File: src/rtl/fml_pkg.sv
// Shared definitions for the FML DMA reader.
// Burst geometry, address alignment helpers and reader FSM states.
package fml_pkg;

   localparam int FML_BURST_LEN = 4;
   localparam int BEAT_W        = 2;

   typedef enum logic [1:0] {
      IDLE,
      WAIT_SPACE,
      REQ,
      BEATS
   } rd_state_e;

   function automatic int burst_bytes(input int dw);
      return FML_BURST_LEN * dw / 8;
   endfunction

   function automatic int align_w(input int dw);
      return $clog2(burst_bytes(dw));
   endfunction

endpackage

File: src/rtl/fml_sync_fifo.sv
// First-word-fall-through FIFO holding captured read beats.
// Head is valid whenever empty is low; pops on an empty FIFO are dropped.
module fml_sync_fifo #(
   parameter int DW    = 64,
   parameter int DEPTH = 8,
   localparam int PW   = $clog2(DEPTH),
   localparam int CW   = $clog2(DEPTH) + 1
) (
   input  logic          sys_clk,
   input  logic          sys_rst_n,
   input  logic          push,
   input  logic [DW-1:0] push_data,
   input  logic          pop,
   output logic [DW-1:0] head,
   output logic          empty,
   output logic [CW-1:0] count
);

   logic [DW-1:0] mem [DEPTH];
   logic [PW-1:0] wr_ptr;
   logic [PW-1:0] rd_ptr;
   logic          pop_ok;

   assign empty  = (count == '0);
   assign pop_ok = pop & ~empty;
   assign head   = mem[rd_ptr];

   // Storage array; contents need no reset since count gates visibility.
   always_ff @(posedge sys_clk) begin
      if (push)
         mem[wr_ptr] <= push_data;
   end

   // Pointers and occupancy.
   always_ff @(posedge sys_clk or negedge sys_rst_n) begin
      if (!sys_rst_n) begin
         wr_ptr <= '0;
         rd_ptr <= '0;
         count  <= '0;
      end else begin
         if (push)
            wr_ptr <= wr_ptr + PW'(1);
         if (pop_ok)
            rd_ptr <= rd_ptr + PW'(1);
         unique case ({push, pop_ok})
            2'b10:   count <= count + CW'(1);
            2'b01:   count <= count - CW'(1);
            default: count <= count;
         endcase
      end
   end

   a_no_overflow: assert property (
      @(posedge sys_clk) disable iff (!sys_rst_n)
      !(push && !pop_ok && count == CW'(DEPTH))
   );

endmodule

File: src/rtl/fml_dma_reader.sv
// FML master streaming a contiguous region as 4-beat read bursts.
// A burst is only requested once the FIFO can absorb all of its beats.
module fml_dma_reader
   import fml_pkg::*;
#(
   parameter int FML_DEPTH  = 26,
   parameter int DW         = 64,
   parameter int CNT_W      = 16,
   parameter int FIFO_DEPTH = 8
) (
   input  logic                 sys_clk,
   input  logic                 sys_rst_n,
   input  logic                 start,
   input  logic [FML_DEPTH-1:0] base_adr,
   input  logic [CNT_W-1:0]     nbursts,
   output logic                 busy,
   output logic                 done,
   output logic [FML_DEPTH-1:0] fml_adr,
   output logic                 fml_stb,
   output logic                 fml_we,
   output logic [DW/8-1:0]      fml_sel,
   input  logic                 fml_ack,
   input  logic [DW-1:0]        fml_di,
   output logic                 out_valid,
   output logic [DW-1:0]        out_data,
   input  logic                 out_ready
);

   localparam int BB = burst_bytes(DW);
   localparam int AW = align_w(DW);
   localparam int CW = $clog2(FIFO_DEPTH) + 1;
   localparam logic [CW-1:0] SPACE_LIM =
      CW'(FIFO_DEPTH - FML_BURST_LEN);
   localparam logic [FML_DEPTH-1:0] ADR_MASK =
      ~FML_DEPTH'((1 << AW) - 1);

   rd_state_e            state_q, state_d;
   logic [FML_DEPTH-1:0] adr_q;
   logic [CNT_W-1:0]     rem_q;
   logic [BEAT_W-1:0]    beat_q;
   logic                 stb_q;
   logic                 done_q;
   logic                 done_d;
   logic                 load;
   logic                 last;
   logic                 push;
   logic                 empty;
   logic [CW-1:0]        fifo_cnt;

   assign busy      = (state_q != IDLE);
   assign done      = done_q;
   assign fml_adr   = adr_q;
   assign fml_stb   = stb_q;
   assign fml_we    = 1'b0;
   assign fml_sel   = '1;
   assign out_valid = ~empty;

   // Next-state decode: reserve space, request, then capture 4 beats.
   always_comb begin
      state_d = state_q;
      done_d  = 1'b0;
      load    = 1'b0;
      last    = 1'b0;
      push    = 1'b0;
      unique case (state_q)
         IDLE: begin
            if (start) begin
               if (nbursts == '0) begin
                  done_d = 1'b1;
               end else begin
                  load    = 1'b1;
                  state_d = WAIT_SPACE;
               end
            end
         end
         WAIT_SPACE: begin
            if (fifo_cnt <= SPACE_LIM)
               state_d = REQ;
         end
         REQ: begin
            if (fml_ack) begin
               push    = 1'b1;
               state_d = BEATS;
            end
         end
         BEATS: begin
            push = 1'b1;
            if (beat_q == BEAT_W'(FML_BURST_LEN - 1)) begin
               last = 1'b1;
               if (rem_q == CNT_W'(1)) begin
                  done_d  = 1'b1;
                  state_d = IDLE;
               end else begin
                  state_d = WAIT_SPACE;
               end
            end
         end
         default: state_d = IDLE;
      endcase
   end

   // State, registered strobe, address and burst/beat counters.
   always_ff @(posedge sys_clk or negedge sys_rst_n) begin
      if (!sys_rst_n) begin
         state_q <= IDLE;
         stb_q   <= 1'b0;
         done_q  <= 1'b0;
         adr_q   <= '0;
         rem_q   <= '0;
         beat_q  <= '0;
      end else begin
         state_q <= state_d;
         stb_q   <= (state_d == REQ);
         done_q  <= done_d;
         if (load) begin
            adr_q <= base_adr & ADR_MASK;
            rem_q <= nbursts;
         end else if (last) begin
            adr_q <= adr_q + FML_DEPTH'(BB);
            rem_q <= rem_q - CNT_W'(1);
         end
         if (state_q == BEATS)
            beat_q <= beat_q + BEAT_W'(1);
         else
            beat_q <= BEAT_W'(1);
      end
   end

   fml_sync_fifo #(
      .DW    (DW),
      .DEPTH (FIFO_DEPTH)
   ) u_fifo (
      .sys_clk   (sys_clk),
      .sys_rst_n (sys_rst_n),
      .push      (push),
      .push_data (fml_di),
      .pop       (out_ready),
      .head      (out_data),
      .empty     (empty),
      .count     (fifo_cnt)
   );

endmodule

File: config.mk
export PLATFORM = sky130hd
export DESIGN_NAME = fml_dma_reader
export DESIGN_NICKNAME = d
export VERILOG_FILES = /design/src/rtl/fml_pkg.sv /design/src/rtl/fml_sync_fifo.sv /design/src/rtl/fml_dma_reader.sv
export SDC_FILE = /design/constraint.sdc
export NUM_CORES = 1
export LEC_CHECK = 0
export ABC_AREA = 1
export CELL_PAD_IN_SITES_DETAIL_PLACEMENT = 1
export CELL_PAD_IN_SITES_GLOBAL_PLACEMENT = 2
export CORE_UTILIZATION = 35
export CTS_CLUSTER_DIAMETER = 80
export DETAILED_ROUTE_END_ITERATION = 8
export PLACE_DENSITY_LB_ADDON = 0.05
export SLEW_MARGIN = 20
export SYNTH_ARGS = -nofsm -noshare
export SYNTH_HDL_FRONTEND = slang
export SYNTH_SLANG_ARGS = --single-unit
File: constraint.sdc
create_clock -name sys_clk -period 4.7 [get_ports sys_clk]
set_input_delay 0.94 -clock sys_clk [delete_from_list [all_inputs] [get_ports sys_clk]]
set_output_delay 0.94 -clock sys_clk [all_outputs]
set_load 0.02 [all_outputs]
# After elaboration in Yosys (flattened, before gate mapping)
# Memories as Yosys holds them, arrays and structs flattened.
# Index checks and enable logic that the tools add are counted.
# classes
addsub,7
n_reduce_logical,6
n_eq_ne,8
muxes,27
bitwise_logic,2
order_cmp,1
# ops
op,count
2-to-1 mux 26 bit,2
2-to-1 mux 16 bit,2
adder 26 x 6 -> 26 bit (second input constant),1
== test 16 x 1 -> 1 bit (second input constant),1
logical NOT 16 bit,1
subtractor 16 x 1 -> 16 bit (second input constant),1
2-to-1 mux 1 bit,13
2-to-1 mux 2 bit,6
== test 2 bit (second input constant),5
case mux 2 bit (4 select lines),1
case mux 4 bit (2 select lines),1
adder 3 x 1 -> 3 bit (second input constant),2
nonzero test 2 bit,3
adder 4 x 1 -> 4 bit (second input constant),1
== test 2 x 1 -> 1 bit (second input constant),2
<= comparator 4 x 3 -> 1 bit (second input constant),1
logical NOT 4 bit,1
case mux 1 bit (2 select lines),2
subtractor 4 x 1 -> 4 bit (second input constant),1
adder 2 x 1 -> 2 bit (second input constant),1
logical NOT 2 bit,1
bitwise AND 1 bit,1
NOT 1 bit,1
# totals
n_memories,1
out_inout_bits,103
ram_bits,512
word_cells,61
inputBits,111
ff_bits,58
# memory_table
memory,depth,word_bits,rd,rd_ports_with_merged_regs,wr,line,rtl
u_fifo.mem,8,64,1,0,1,fml_sync_fifo.sv:19,logic [DW-1:0] mem [DEPTH];

# Depth between registers and ports, before layout
# logic_depth
ltp_word,5
depth_mapped,12
mapped_depth_nobuf,12

# Hierarchy
# A second synthesis with hierarchy kept.
# hier_totals
cells_unflattened,2747
area_unflattened_um2,25667.1
# by_module_without_submodules
module,seq_area_each_um2,n_inst,area_each_um2,cells_each
fml_sync_fifo,15625.0,1,22584.2,2292
fml_dma_reader,1076.0,1,3083.0,455

# Worst setup path after synthesis
# Ideal clock, no wire load.
# synth_path
kind,in2reg
from,in fml_ack
to,mem u_fifo.mem[0][0] (enable)
setup_time_ns,0.486
setup_slack_ns,0.109
required_ns,4.214
arrival_time_ns,4.105
n_path_buf,0
cell_stages,5
path_cell_list,nand2_1 o21ai_2 inv_1 or2_1 nor2_1
# synth_via
elab_chain_len,4
# synth_rtl
item,line,rtl
start: declaration,fml_dma_reader.sv:22,"input logic fml_ack,"
2-to-1 mux 1 bit,fml_dma_reader.sv:81,if (fml_ack) begin
case mux 1 bit (2 select lines),fml_dma_reader.sv:65,unique case (state_q)
2-to-1 mux 1 bit,fml_sync_fifo.sv:30,if (push)
2-to-1 mux 1 bit (implied by the code),fml_sync_fifo.sv:31,mem[wr_ptr] <= push_data;
end: declaration,fml_sync_fifo.sv:19,
# Every way passes these cells.

# Worst setup path after layout
# layout_path
from,reg u_fifo.rd_ptr[0]
to,out out_data[23]
# layout_via
elab_chain_len,1
# layout_rtl
item,line,rtl
start: declaration,fml_sync_fifo.sv:21,logic [PW-1:0] rd_ptr;
start signal: assignment,fml_sync_fifo.sv:44,rd_ptr <= rd_ptr + PW'(1);
memory (8 x 64 bit),-,
end: declaration,fml_dma_reader.sv:25,"output logic [DW-1:0] out_data,"
# Every way passes these cells.

==> results.ini <==
[layout]
n_fill_cell=6959
postLayoutCoreUtil_pct=42.8
fin_nets=2288
drive_gt1_share_pct=6.78
area_growth_pct=20.7
fin_cells=3081

[worst_setup_path]
crit_type=register to primary output
worst_ep_required_time_ns=3.76
start_kind=register
cp-end-kind=primary output
arrival_ns=3.43
critPathMaxFanout=63

[cts]
tritoncts=built
post_cts_buffers=0
cts_buffers=66
clk_latency_ns=0.59
cts.sinks=565
cts.clk_slew.worst_paths_ns=0.06
hold_buffers=0
cts_resized=0
cts_root_buf=clkbuf_16
h-tree-depth=3
ctsLongestPathBuffers=3

[power]
ir_worst_vdd_v=0.000379
leakagePower_nw=9.63
power_density_nw_per_um2=635

[routing]
drtIter0Drc=775
routed_wl_um=62300
wl_per_cell_um=20.2
vias=15500
remaining_drc_errors=60
via_per_inst=5.02
dr.pass1.iters=6
final_antenna_net_count=0

[logic_synthesis]
seq_area_frac_synth_pct=71.4
async_reset_ff_share_pct=9.38
synth_seq_cells=565
syn_inst=1974
syn_avg_cell_area_um2=11.9
yosysUniqueCellTypes=35
syn-cell-area_um2=23400
synth_ff_type=edfxtp_1
synth_edf_count=512
yosysWarnings=0

[die]
die_y_um=261
num_rows=94
dieArea_um2=67900
initial_core_util_pct=35.5
ioPinCount=214
core-area_um2=66000
die_w_um=261

[timing]
relSlewSlack_pct=43.2
fin_crit_sh_pct=93.0
drv_slew=0
fin_ws_ns=0.328
tightest_slew_ns=0.851
setup_violations=0
period_needed_ns=4.37
hold_viol=0
rsz0062_at_grt=no
timing.hold.ws_ns=0.347
fmax_ghz=0.229
worst_clock_skew_ns=0.0179
fin_tns_setup_ns=0

[global_routing]
overflow=0
gr-usage-all-layers_pct=18.7
grt_max_degree=146
grt_pass1_wl_um=96100
grt_pass1_vias=16300
antenna_found_initial=5

[hold_path]
min_path_type=input pin to asynchronous set/reset pin

[place]
dp_slack_ns=0.883
portBuffers=194
place_inst=2958
dp_hpwl_um=34300
gp_congestion=0.720

[run_status]
status=finished with violations
violations=DRC

[job]
maxCapViolCount=0

==> cell families (layout without fill, tap and decap cells) <==
group,after synthesis,after routing,synth area share (%)
AO/OA/AOI/OAI,409,409,9.48
buffers and inverters,173,400,4.06
AND/OR/NAND/NOR,780,780,13.1
flip-flops,565,565,71.4
adder cells (fa/ha/maj),15,15,0.834
XOR/XNOR,30,30,1.12
other,2,18,0.0321
==> per-layer routing <==
metal	global-route usage, %	wire [um]	vias up
li1	-	-	7352
met1	23.7	27400	7784
met2	32.6	31000	241
met3	3.21	2580	91
met4	5.18	1250	8
met5	0	50	-
==> stage by stage <==
stage	cell area, um2	total power, mW
2_1_floorplan	23400	10.7
3_3_place_gp	26200	13.3
3_5_place_dp	26200	13.4
4_1_cts	28200	18.3
5_1_grt	28200	19.1
6_report	28200	17.9
==> where the power goes <==
| part | total (mW) | leakage, nW | internal (mW) | switching [mW] |
|---|---|---|---|---|
| logic | 6.82 | 3.38 | 2.56 | 4.26 |
| clock network | 4.78 | 0.989 | 2.77 | 2.01 |
| registers | 6.34 | 5.26 | 5.94 | 0.405 |
| total | 17.9 | 9.63 | 11.3 | 6.68 |
==> final timing paths <==
check | to | from | cells after the start | slack (ns)
setup / recovery | out_data[23] | u_fifo.rd_ptr[0] | 7 | 0.33
min in group sys_clk | beat_q[0] | beat_q[0] | 1 | 0.45
hold reg to reg | beat_q[0] | beat_q[0] | 1 | 0.45
hold / removal | fml_adr[14] | sys_rst_n | 1 | 0.35
max in group asynchronous | rem_q[11] | sys_rst_n | 2 | 3.68
setup reg to reg | u_fifo.mem[4][31] | state_q[0] | 8 | 1.84
==> cells in the mapped netlist (3+ instances only) <==
cell	n	area, um2
inv_2	3	11.3
edfxtp_1	512	15400
nand3_1	73	365
nand4_1	5	31.3
nor2_1	522	1960
o21ai_0	226	1130
a31oi_1	64	400
o21ai_1	44	220
buf_6	22	248
xnor2_1	10	87.6
ha_1	14	175
xor2_1	20	175
buf_1	9	33.8
buf_4	27	203
clkbuf_1	48	180
inv_1	45	169
dfrtp_1	53	1330
o22ai_1	65	407
buf_2	16	80.1
nand2_1	171	642
a21oi_1	7	35.0
==> sequential cells by signal, summed over array words and instances, names as in the netlist <==
name / cells
fml_stb: 1
done: 1
u_fifo.rd_ptr: 3
rem_q: 16
state_q: 2
fml_adr: 21
u_fifo.wr_ptr: 3
beat_q: 2
u_fifo.mem: 512
u_fifo.count: 4
==> cell usage in the layout, fill, tap and decap left out, drive strengths merged, types with 4 or more instances in the layout <==
cell | synthesis | routed
o21ai | 271 | 271
xnor2 | 10 | 10
clkbuf | 50 | 81
diode | 0 | 4
nand3 | 73 | 73
nand4 | 5 | 5
edfxtp | 512 | 512
o22ai | 65 | 65
ha | 14 | 14
clkinv | 0 | 33
nor2 | 524 | 524
buf | 75 | 40
conb | 2 | 14
a31oi | 64 | 64
clkdlybuf4s50 | 0 | 193
a21oi | 7 | 7
xor2 | 20 | 20
dfrtp | 53 | 53
nand2 | 173 | 173
inv | 48 | 50
==> layout make-up <==
class,instances,area (um2),area share (%)
repair buffers,233,2380,8.44
clock inverters,38,267,0.944
diodes,4,10.0,0.0354
flip-flops and latches,565,16700,59.2
well taps,864,1080,3.83
clock buffers,81,1750,6.20
multi-input cells,1248,5850,20.7
inverters,48,190,0.673
==> critical path, stage by stage, from the launching register on <==
cell             delay (ns)
dfrtp_4                0.65
inv_6                  0.47
buf_4                  0.43
o21ai_0                0.14
o22ai_1                0.15
nor2_1                 0.06
a31oi_1                0.25
clkdlybuf4s50_1        0.66
No activity file was read; power rests on OpenSTA's default activity.
==> RTL edit: new RTL, same settings <==
`DW` is set to 64 in 2 places; all go to 96.
--- a/src/rtl/fml_sync_fifo.sv
+++ b/src/rtl/fml_sync_fifo.sv
@@ -1,7 +1,7 @@
 // First-word-fall-through FIFO holding captured read beats.
 // Head is valid whenever empty is low; pops on an empty FIFO are dropped.
 module fml_sync_fifo #(
-   parameter int DW    = 64,
+   parameter int DW    = 96,
    parameter int DEPTH = 8,
    localparam int PW   = $clog2(DEPTH),
    localparam int CW   = $clog2(DEPTH) + 1
--- a/src/rtl/fml_dma_reader.sv
+++ b/src/rtl/fml_dma_reader.sv
@@ -4,7 +4,7 @@
    import fml_pkg::*;
 #(
    parameter int FML_DEPTH  = 26,
-   parameter int DW         = 64,
+   parameter int DW         = 96,
    parameter int CNT_W      = 16,
    parameter int FIFO_DEPTH = 8
 ) (
Ports: changed (resized fml_di, fml_sel and out_data); port bits go from 214 to 282. No check against the original RTL was run, so the function may have changed too.
==> RTL edit against the unedited design <==
Clock power is 45% higher. Highest routed layer unchanged. Critical path type unchanged. First-iteration DRC count is 34% higher. Largest power group unchanged. Power is 40% higher. Area after synthesis is 43% higher. Critical path depth is 1 lower. Sequential power is 41% higher. Setup slack better by 52 ps. Largest cell class unchanged. Final area is 43% higher. Sequential cell count is 257 higher. Non-clock buffer count is 72 higher. Utilization is 0.23 points lower. Routed wire length is 50% higher.
==> RTL edit: results (changes against the unedited design) <==
* Detailed Route WL at 93,700 um (+50%)
* Sequential-to-total area share from yosys stat at 72.9% (+1.5 points)
* Complex-gate fraction of the synthesized area at 8.36% (-1.1 points)
* DP Cell Count at 4,125 (+39%)
* Vias per cell at 5.10 (+1.5%)
* Internal power at 15.9 mW (+42%)
* Post-DP Area at 0.0375 mm^2 (+43%)
* Metal2 WL at 46,400 um (+49%)
* Number of flip-flops in the largest register at 768 (+50%)
* Proportion of layout cells with a drive suffix above 1 at 6.31% (-0.47 points)
* Fillers at 9,899 (+42%)
* Global Route met3 Usage at 3.79% (+0.59 points)
* M1 GR Usage at 24.2% (+0.49 points)
* H-tree Lvls at 3 (unchanged)
* Post-synth cell types at 29 (-17%)
* Syn avg cell area at 12.3 um^2 (+4.0%)
* WL met3 at 3600 um (+40%)
* Lkg Pwr at 13.9 nW (+44%)
* First-pass GRT wire length at 143,000 um (+49%)
* Status: complete, no violations
* Reg with most FFs: u_fifo.mem
* Pin count of the biggest net entering global routing at 190 (+30%)
* Final #Nets at 3,114 (+36%)
* Gr usage total at 19.3% (+0.65 points)
* IO buf count at 258 (+33%)
* DR top layer: met5
* Gpl congestion at 0.740 (+2.8%)
* Worst IR Drop VDD at 0.000428 V (+13%)
* First drt pass iteration count at 5 (-1)
* Most frequent cells after synthesis: 768 x edfxtp_1, 651 x nor2_1, 450 x nand2_1, 208 x o21ai_0, 192 x o32ai_1
* Max Fanout on Critical Path at 76 (+21%)
* Non-Filler Instances at 4,301 (+40%)
* EDFF count, synth at 768 (+50%)
* Clk_lat worst skew at 660 ps (+70 ps)
* Post-synthesis xor/xnor area fraction at 0.497% (-0.63 points)
* Worst slew pin tran at 880 ps (+29.0 ps)
* Pre-CTS setup slack at 1030 ps (+144 ps)
* Top cells by area, synth: edfxtp_1 69%, nor2_1 7.3%, nand2_1 5.0%
* Met2 Use GR at 33.3% (+0.66 points)
* Share of flip-flops with an asynchronous set or reset at 6.57% (-2.8 points)
* Antenna violations before repair at 15 (+10)
* Post-Synth Adder-Cell Area at 0.583% (-0.25 points)
* DR iter-0 viols at 1,042 (+34%)
* Routed met1 length at 41,000 um (+50%)
* CP arrival at 3380 ps (-50 ps)
* Num CTS Buffers at 94 (+42%)
* Worst Clk Skew at 23.0 ps (+5.06 ps)
* Number of global-route vias before repair at 23.8k (+46%)
[RTL edit: cell types whose count changed after synthesis, sizes merged, moves of 6 or more]
cell    unedited run  this run
a31oi             64         1
buf               75       104
clkbuf            50        74
edfxtp           512       768
inv               48        64
nand2            173       450
nand3             73        87
nor2             524       653
o21ai            271       208
o22ai             65         3
o32ai              0       192
xor2              20        14
[RTL edit: power by group through the flow]
stage	Clock [mW]	Sequential, mW	Combinational [mW]
detailed placement	0	9.09	9.50
floorplan	0	8.89	5.83
finish	6.94	8.92	9.31
global route	7.43	8.99	10.3
CTS	7.17	8.94	9.55
global placement	0	9.06	9.28
[RTL edit: worst max-delay path, stage by stage, from the launching register on]
cell and delay [ps]:
dfrtp_4 630, buf_4 750, nor2_1 120, o32ai_1 350, nand2_1 90, nand2_1 130, clkdlybuf4s50_1 620
[RTL edit: layout make-up]
type | count | area [um^2] | area share [%]
Antenna cell | 7 | 17.5 | 0.0434
Clock buffer | 128 | 2580 | 6.40
Clock inverter | 41 | 329 | 0.815
Inverter | 64 | 255 | 0.632
Multi-Input combinational cell | 1669 | 7960 | 19.7
Sequential cell | 822 | 24400 | 60.5
Tap cell | 1265 | 1580 | 3.92
Timing Repair Buffer | 305 | 3230 | 8.00
[RTL edit: final timing paths]
check | from | endpoint | slack (ps) | cells past startpoint
setup / recovery | u_fifo.rd_ptr[0] | out_data[92] | 380 | 6
hold / removal | sys_rst_n | done | 290 | 1
setup reg to reg | state_q[0] | u_fifo.mem[5][83] | 1710 | 9
hold reg to reg | beat_q[0] | beat_q[0] | 440 | 1
max in group asynchronous | sys_rst_n | fml_adr[15] | 3510 | 2
min in group sys_clk | beat_q[0] | beat_q[0] | 440 | 1
